## config.mk

```make
export PLATFORM = sky130hd
export DESIGN_NAME = dmac_top_ahb
export DESIGN_NICKNAME = d
export VERILOG_FILES = /design/src/rtl/dmac_top_ahb.sv
export SDC_FILE = /design/constraint.sdc
export NUM_CORES = 1
export LEC_CHECK = 0
export CAP_MARGIN = 20
export CORE_ASPECT_RATIO = 0.5
export CORE_UTILIZATION = 25
export CTS_BUF_LIST = sky130_fd_sc_hd__clkbuf_8
export DETAILED_ROUTE_END_ITERATION = 16
export GPL_TIMING_DRIVEN = 0
export SYNTH_ARGS = -nofsm -noshare
export SYNTH_HDL_FRONTEND = slang
export SYNTH_SLANG_ARGS = --single-unit
```

## constraint.sdc

```tcl
create_clock -name hclk -period 5.7 [get_ports hclk]
set_clock_uncertainty 0.15 [all_clocks]
set_input_delay 1.425 -clock hclk [delete_from_list [all_inputs] [get_ports hclk]]
set_output_delay 1.425 -clock hclk [all_outputs]
set_load 0.005 [all_outputs]
```

## src/rtl/dmac_top_ahb.sv

```systemverilog
// AHB-Lite slave register front-end of the DMA controller with a transfer-count engine.
// Build option: define DMAC_ERR_RESP_EN for two-cycle ERROR on unmapped accesses and ID writes.
module dmac_top_ahb #(
  parameter logic [31:0] ID_VALUE = 32'h444D_0001
) (
  input  logic        hclk,
  input  logic        hrst_n,
  input  logic        s_hsel,
  input  logic [1:0]  s_htrans,
  input  logic        s_hwrite,
  input  logic [31:0] s_haddr,
  input  logic [3:0]  s_hprot,
  input  logic [31:0] s_hwdata,
  output logic [31:0] s_hrdata,
  output logic        s_hready,
  output logic [1:0]  s_hresp
);

  localparam logic [5:0] IDX_SRC    = 6'd0;
  localparam logic [5:0] IDX_DST    = 6'd1;
  localparam logic [5:0] IDX_XFER   = 6'd2;
  localparam logic [5:0] IDX_CTRL   = 6'd3;
  localparam logic [5:0] IDX_STATUS = 6'd4;
  localparam logic [5:0] IDX_ID     = 6'd5;

  logic [5:0]  idx_s;
  logic        accept_s;
  logic        err_s;
  logic        wr_en_s;
  logic        fwd_s;
  logic        start_s;
  logic        done_set_s;
  logic        done_clr_s;
  logic [31:0] rd_mux_s;
  logic [31:0] fwd_val_s;
  logic [31:0] rd_val_s;

  logic        dp_valid_r;
  logic        dp_write_r;
  logic [5:0]  dp_idx_r;
  logic [31:0] src_r;
  logic [31:0] dst_r;
  logic [15:0] xfer_cnt_r;
  logic [15:0] cnt_r;
  logic        ie_r;
  logic        busy_r;
  logic        done_r;
  logic [31:0] hrdata_r;
  logic        hready_r;
  logic [1:0]  hresp_r;

  logic        unused_s;
  assign unused_s = ^{s_hprot, s_htrans[0], s_haddr[31:8], s_haddr[1:0]};

  assign idx_s    = s_haddr[7:2];
  assign accept_s = s_hsel & s_htrans[1] & hready_r;
`ifdef DMAC_ERR_RESP_EN
  assign err_s    = accept_s & ((idx_s > IDX_ID) | (s_hwrite & (idx_s == IDX_ID)));
`else
  assign err_s    = 1'b0;
`endif
  assign wr_en_s  = dp_valid_r & dp_write_r;
  assign fwd_s    = wr_en_s & (dp_idx_r == idx_s);
  assign start_s  = wr_en_s & (dp_idx_r == IDX_CTRL) & s_hwdata[0] & ~busy_r;

  // Read mux of the current register contents
  always_comb begin
    rd_mux_s = 32'h0;
    case (idx_s)
      IDX_SRC:    rd_mux_s = src_r;
      IDX_DST:    rd_mux_s = dst_r;
      IDX_XFER:   rd_mux_s = {16'h0, xfer_cnt_r};
      IDX_CTRL:   rd_mux_s = {30'h0, ie_r, 1'b0};
      IDX_STATUS: rd_mux_s = {30'h0, done_r, busy_r};
      IDX_ID:     rd_mux_s = ID_VALUE;
      default:    rd_mux_s = 32'h0;
    endcase
  end

  // Forwarded view of the write in flight, with the same masking the register applies
  always_comb begin
    fwd_val_s = 32'h0;
    case (idx_s)
      IDX_SRC:    fwd_val_s = s_hwdata;
      IDX_DST:    fwd_val_s = s_hwdata;
      IDX_XFER:   fwd_val_s = busy_r ? {16'h0, xfer_cnt_r} : {16'h0, s_hwdata[15:0]};
      IDX_CTRL:   fwd_val_s = {30'h0, s_hwdata[1], 1'b0};
      IDX_STATUS: fwd_val_s = {30'h0, done_r & ~s_hwdata[1], busy_r};
      IDX_ID:     fwd_val_s = ID_VALUE;
      default:    fwd_val_s = 32'h0;
    endcase
  end

  // Read data source select
  always_comb begin
    if (err_s) begin
      rd_val_s = 32'h0;
    end else if (fwd_s) begin
      rd_val_s = fwd_val_s;
    end else begin
      rd_val_s = rd_mux_s;
    end
  end

  // Address-phase capture into data-phase registers
  always_ff @(posedge hclk or negedge hrst_n) begin
    if (!hrst_n) begin
      dp_valid_r <= 1'b0;
      dp_write_r <= 1'b0;
      dp_idx_r   <= 6'd0;
    end else begin
      dp_valid_r <= accept_s & ~err_s;
      dp_write_r <= s_hwrite;
      dp_idx_r   <= idx_s;
    end
  end

  // Read data register, held until the next accepted read
  always_ff @(posedge hclk or negedge hrst_n) begin
    if (!hrst_n) begin
      hrdata_r <= 32'h0;
    end else if (accept_s & ~s_hwrite) begin
      hrdata_r <= rd_val_s;
    end
  end

  // Programming registers
  always_ff @(posedge hclk or negedge hrst_n) begin
    if (!hrst_n) begin
      src_r      <= 32'h0;
      dst_r      <= 32'h0;
      xfer_cnt_r <= 16'h0;
      ie_r       <= 1'b0;
    end else if (wr_en_s) begin
      case (dp_idx_r)
        IDX_SRC:  src_r <= s_hwdata;
        IDX_DST:  dst_r <= s_hwdata;
        IDX_XFER: if (!busy_r) xfer_cnt_r <= s_hwdata[15:0];
        IDX_CTRL: ie_r <= s_hwdata[1];
        default:  ;
      endcase
    end
  end

  assign done_set_s = (start_s & (xfer_cnt_r == 16'h0)) | (busy_r & (cnt_r == 16'd1));
  assign done_clr_s = wr_en_s & (dp_idx_r == IDX_STATUS) & s_hwdata[1];

  // Transfer-count engine; a zero count completes without ever going busy
  always_ff @(posedge hclk or negedge hrst_n) begin
    if (!hrst_n) begin
      busy_r <= 1'b0;
      cnt_r  <= 16'h0;
      done_r <= 1'b0;
    end else begin
      if (start_s) begin
        if (xfer_cnt_r != 16'h0) begin
          busy_r <= 1'b1;
          cnt_r  <= xfer_cnt_r;
        end
      end else if (busy_r) begin
        if (cnt_r == 16'd1) begin
          busy_r <= 1'b0;
          cnt_r  <= 16'h0;
        end else begin
          cnt_r  <= cnt_r - 16'd1;
        end
      end
      done_r <= done_set_s | (done_r & ~done_clr_s);
    end
  end

`ifdef DMAC_ERR_RESP_EN
  // Two-cycle ERROR: hready low with ERROR, then hready high with ERROR
  always_ff @(posedge hclk or negedge hrst_n) begin
    if (!hrst_n) begin
      hready_r <= 1'b1;
      hresp_r  <= 2'b00;
    end else if (err_s) begin
      hready_r <= 1'b0;
      hresp_r  <= 2'b01;
    end else if (!hready_r) begin
      hready_r <= 1'b1;
      hresp_r  <= 2'b01;
    end else begin
      hready_r <= 1'b1;
      hresp_r  <= 2'b00;
    end
  end
`else
  // Zero-wait OKAY responses only
  always_ff @(posedge hclk or negedge hrst_n) begin
    if (!hrst_n) begin
      hready_r <= 1'b1;
      hresp_r  <= 2'b00;
    end else begin
      hready_r <= 1'b1;
      hresp_r  <= 2'b00;
    end
  end
`endif

  assign s_hrdata = hrdata_r;
  assign s_hready = hready_r;
  assign s_hresp  = hresp_r;

endmodule

```

==> results.cfg <==
[drt]
wl_per_cell_um = 17.4
drc = 0
wirelength_mm = 18.4
dr.pass1.iters = 5
vias = 5340
ant_nets = 0
routed_via_density = 5.07
drt-initial-drc-count = 363

[hold_path]
hold_class = flop to flop
hp-start = cnt_r[14]

[sta]
hold-worst-slack_ps = 340
hold_viol = 0
max_slew.worst_pin.slew_ps = 934
max_slew_margin_pct = 37.2
slew_violations = 0
fmax_mhz = 249
setup_viol = 0
rsz0062_at_grt = false
period_share_pct = 70.4
period_minus_slack_ps = 4010

[setup_path]
rrSetupSlack_ps = 2790
r2r-start = cnt_r[1]
crit_type = input pin to flop
start_kind = input pin
critPathLaunch = s_haddr[4]
path_max_fanout = 10
cp.required_ps = 5940
cp_data_arrival_time_ps = 4250
end_kind = flop

[die]
core_um2 = 26600
die-width_um = 236
die_area_um2 = 28100
rows = 42
ios = 109
fp.dieH_um = 119
start_util_pct = 25.7

[clock_tree]
cts-root-buf = clkbuf_8
cts_tree = done
clkTransAtPathRegs_ps = 80
cts_inserted_buffers = 17
clock_latency_ps = 470
post-cts-setup-buffers = 0
ctsResizeCount = 0
htreeDepth = 4
holdBufCountCts = 0
cts.sink_count = 139
clockBufferDepth = 2

[power]
p_int_mw = 1.48
switchingPower_mw = 0.563
power_density_nw_per_um2 = 242
p_seq_share_pct = 51.8
peakVddDrop_mv = 0.122
swShare_pct = 27.6
combPwrFrac_pct = 8.6
clkPwrFrac_pct = 39.6
p_leak_nw = 3.48

[yosys]
ys_types = 56
async_flop_share_pct = 100
synth_flop_cell = dfrtp_1
syn_area_per_cell_um2 = 11.5
yosysTopAreaCellShare_pct = 50.8
synth_top_area_cell = dfrtp_1
syn_area_um2 = 6840
yosys_warnings = 0
synth_edf_count = 0
ys_ff_latch = 139
synthTopCellsByArea = dfrtp_1 51%, mux2_2 16%, o21ai_0 4.4%, a221o_1 2.5%, mux2i_1 2.3%
syn_inst = 594
ys_seq_area_share_pct = 50.8

[run_status]
outcome = finished clean

[finish]
synthToLayoutAreaGrowth_pct = 23.4
final_cell_area_um2 = 8450
final_cell_mix = 139 x dfrtp_1, 96 x mux2_2, 73 x clkdlybuf4s50_1
layout-drive-gt1-share_pct = 22.3
nets = 765
final_common_cell = dfrtp_1

[global_routing]
first_global_vias = 5385
antenna_found_initial = 1
grt-ovfl-total = 0
grt_max_degree = 80
grt.total_usage_pct = 13.5
grt_first_pass_wirelength_mm = 30.0

[flow_run]
cap_violations = 0

[placement]
place.gp.congestion = 0.828
port_buffers = 74
dpl.hpwl_mm = 13.0
dpl_cell_area_um2 = 8060
-- final cells by class --
type	instances	area, um2
plain buffers	46	225
inverters	5	18.8
fillers	2688	18200
well taps	352	440
multi-input cells	405	3120
repair buffers	75	769
diodes	1	2.50
clock inverters	14	154
flip-flops and latches	139	3480
clock buffers	17	234
-- cell usage after synthesis, drive strengths merged, types with 3 or more instances --
| master | count |
|---|---|
| dfrtp | 139 |
| mux2 | 96 |
| o21ai | 60 |
| nand2 | 42 |
| clkbuf | 27 |
| a22oi | 19 |
| buf | 19 |
| a221o | 17 |
| mux2i | 16 |
| a32o | 15 |
| a21oi | 14 |
| nor2 | 13 |
| nor3 | 13 |
| nor4 | 12 |
| o2bb2ai | 8 |
| o211ai | 6 |
| or4 | 6 |
| inv | 5 |
| nand3 | 5 |
| nand3b | 5 |
| a21o | 4 |
| nand2b | 4 |
| or2 | 4 |
| a22o | 3 |
| a32oi | 3 |
| nor3b | 3 |
| or3 | 3 |
| or4b | 3 |
| xnor2 | 3 |
| xor2 | 3 |
-- per-layer routing --
metal  up-vias  share of wire [%]  GRT usage (%)  wire (um)
met5         -                  0              0          0
met4         0                1.6           4.04        294
met3        23                3.9           2.80        722
met2       114                 49           22.6       9030
met1      2771                 45           17.5       8330
li1       2432                  -              -          -
-- registers in the layout (all words and copies together) (netlist names) --
name        cells
busy_r          1
cnt_r          16
done_r          1
dp_idx_r        6
dp_valid_r      1
dp_write_r      1
dst_r          32
ie_r            1
s_hrdata       32
src_r          32
xfer_cnt_r     16
-- kinds of logic after synthesis --
logic type      count (synthesis)  share of synthesized area, %
buf+inv                        51                          3.57
fa+ha+maj                       2                         0.366
mux                           112                          18.1
other cells                     2                         0.110
compound gates                157                          15.9
simple gates                  125                          10.3
xor+xnor                        6                         0.768
flops                         139                          50.8
-- power by group through the flow --
stage	registers, mW	clock network [mW]	logic (mW)
floorplan	1.07	0	0.0877
global placement	1.07	0	0.170
detailed placement	1.08	0	0.177
CTS	1.06	0.824	0.177
global route	1.06	0.867	0.192
finish	1.06	0.808	0.175
-- worst max-delay path, cell delays in order --
cell,delay [ps]
clkdlybuf4s50_1,410
buf_2,190
or4_1,650
nor3b_2,550
clkbuf_1,540
a22oi_1,190
nand2_1,100
a32o_1,180
-- path summary, 6_finish.rpt --
path | to | depth (start not counted)
min in group asynchronous | cnt_r[5] | 1
min | cnt_r[14] | 1
max | s_hrdata[13] | 8
min reg2reg | cnt_r[14] | 1
max in group asynchronous | src_r[15] | 2
max reg2reg | cnt_r[9] | 8
-- per-stage QoR --
stage / setup WS, ps / TNS [ps] / power, mW / util (%) / std cells
3_3_place_gp: -2590 / -357290 / 1.24 / 30.1 / 1021
6_report: 1690 / 0 / 2.04 / 31.7 / 1054
5_1_grt: 1570 / 0 / 2.12 / 31.7 / 1054
4_1_cts: 1770 / 0 / 2.06 / 31.7 / 1053
2_1_floorplan: 2120 / 0 / 1.15 / - / 595
3_5_place_dp: 1290 / 0 / 1.25 / 30.2 / 1022
(Power assumes the default switching activity.)
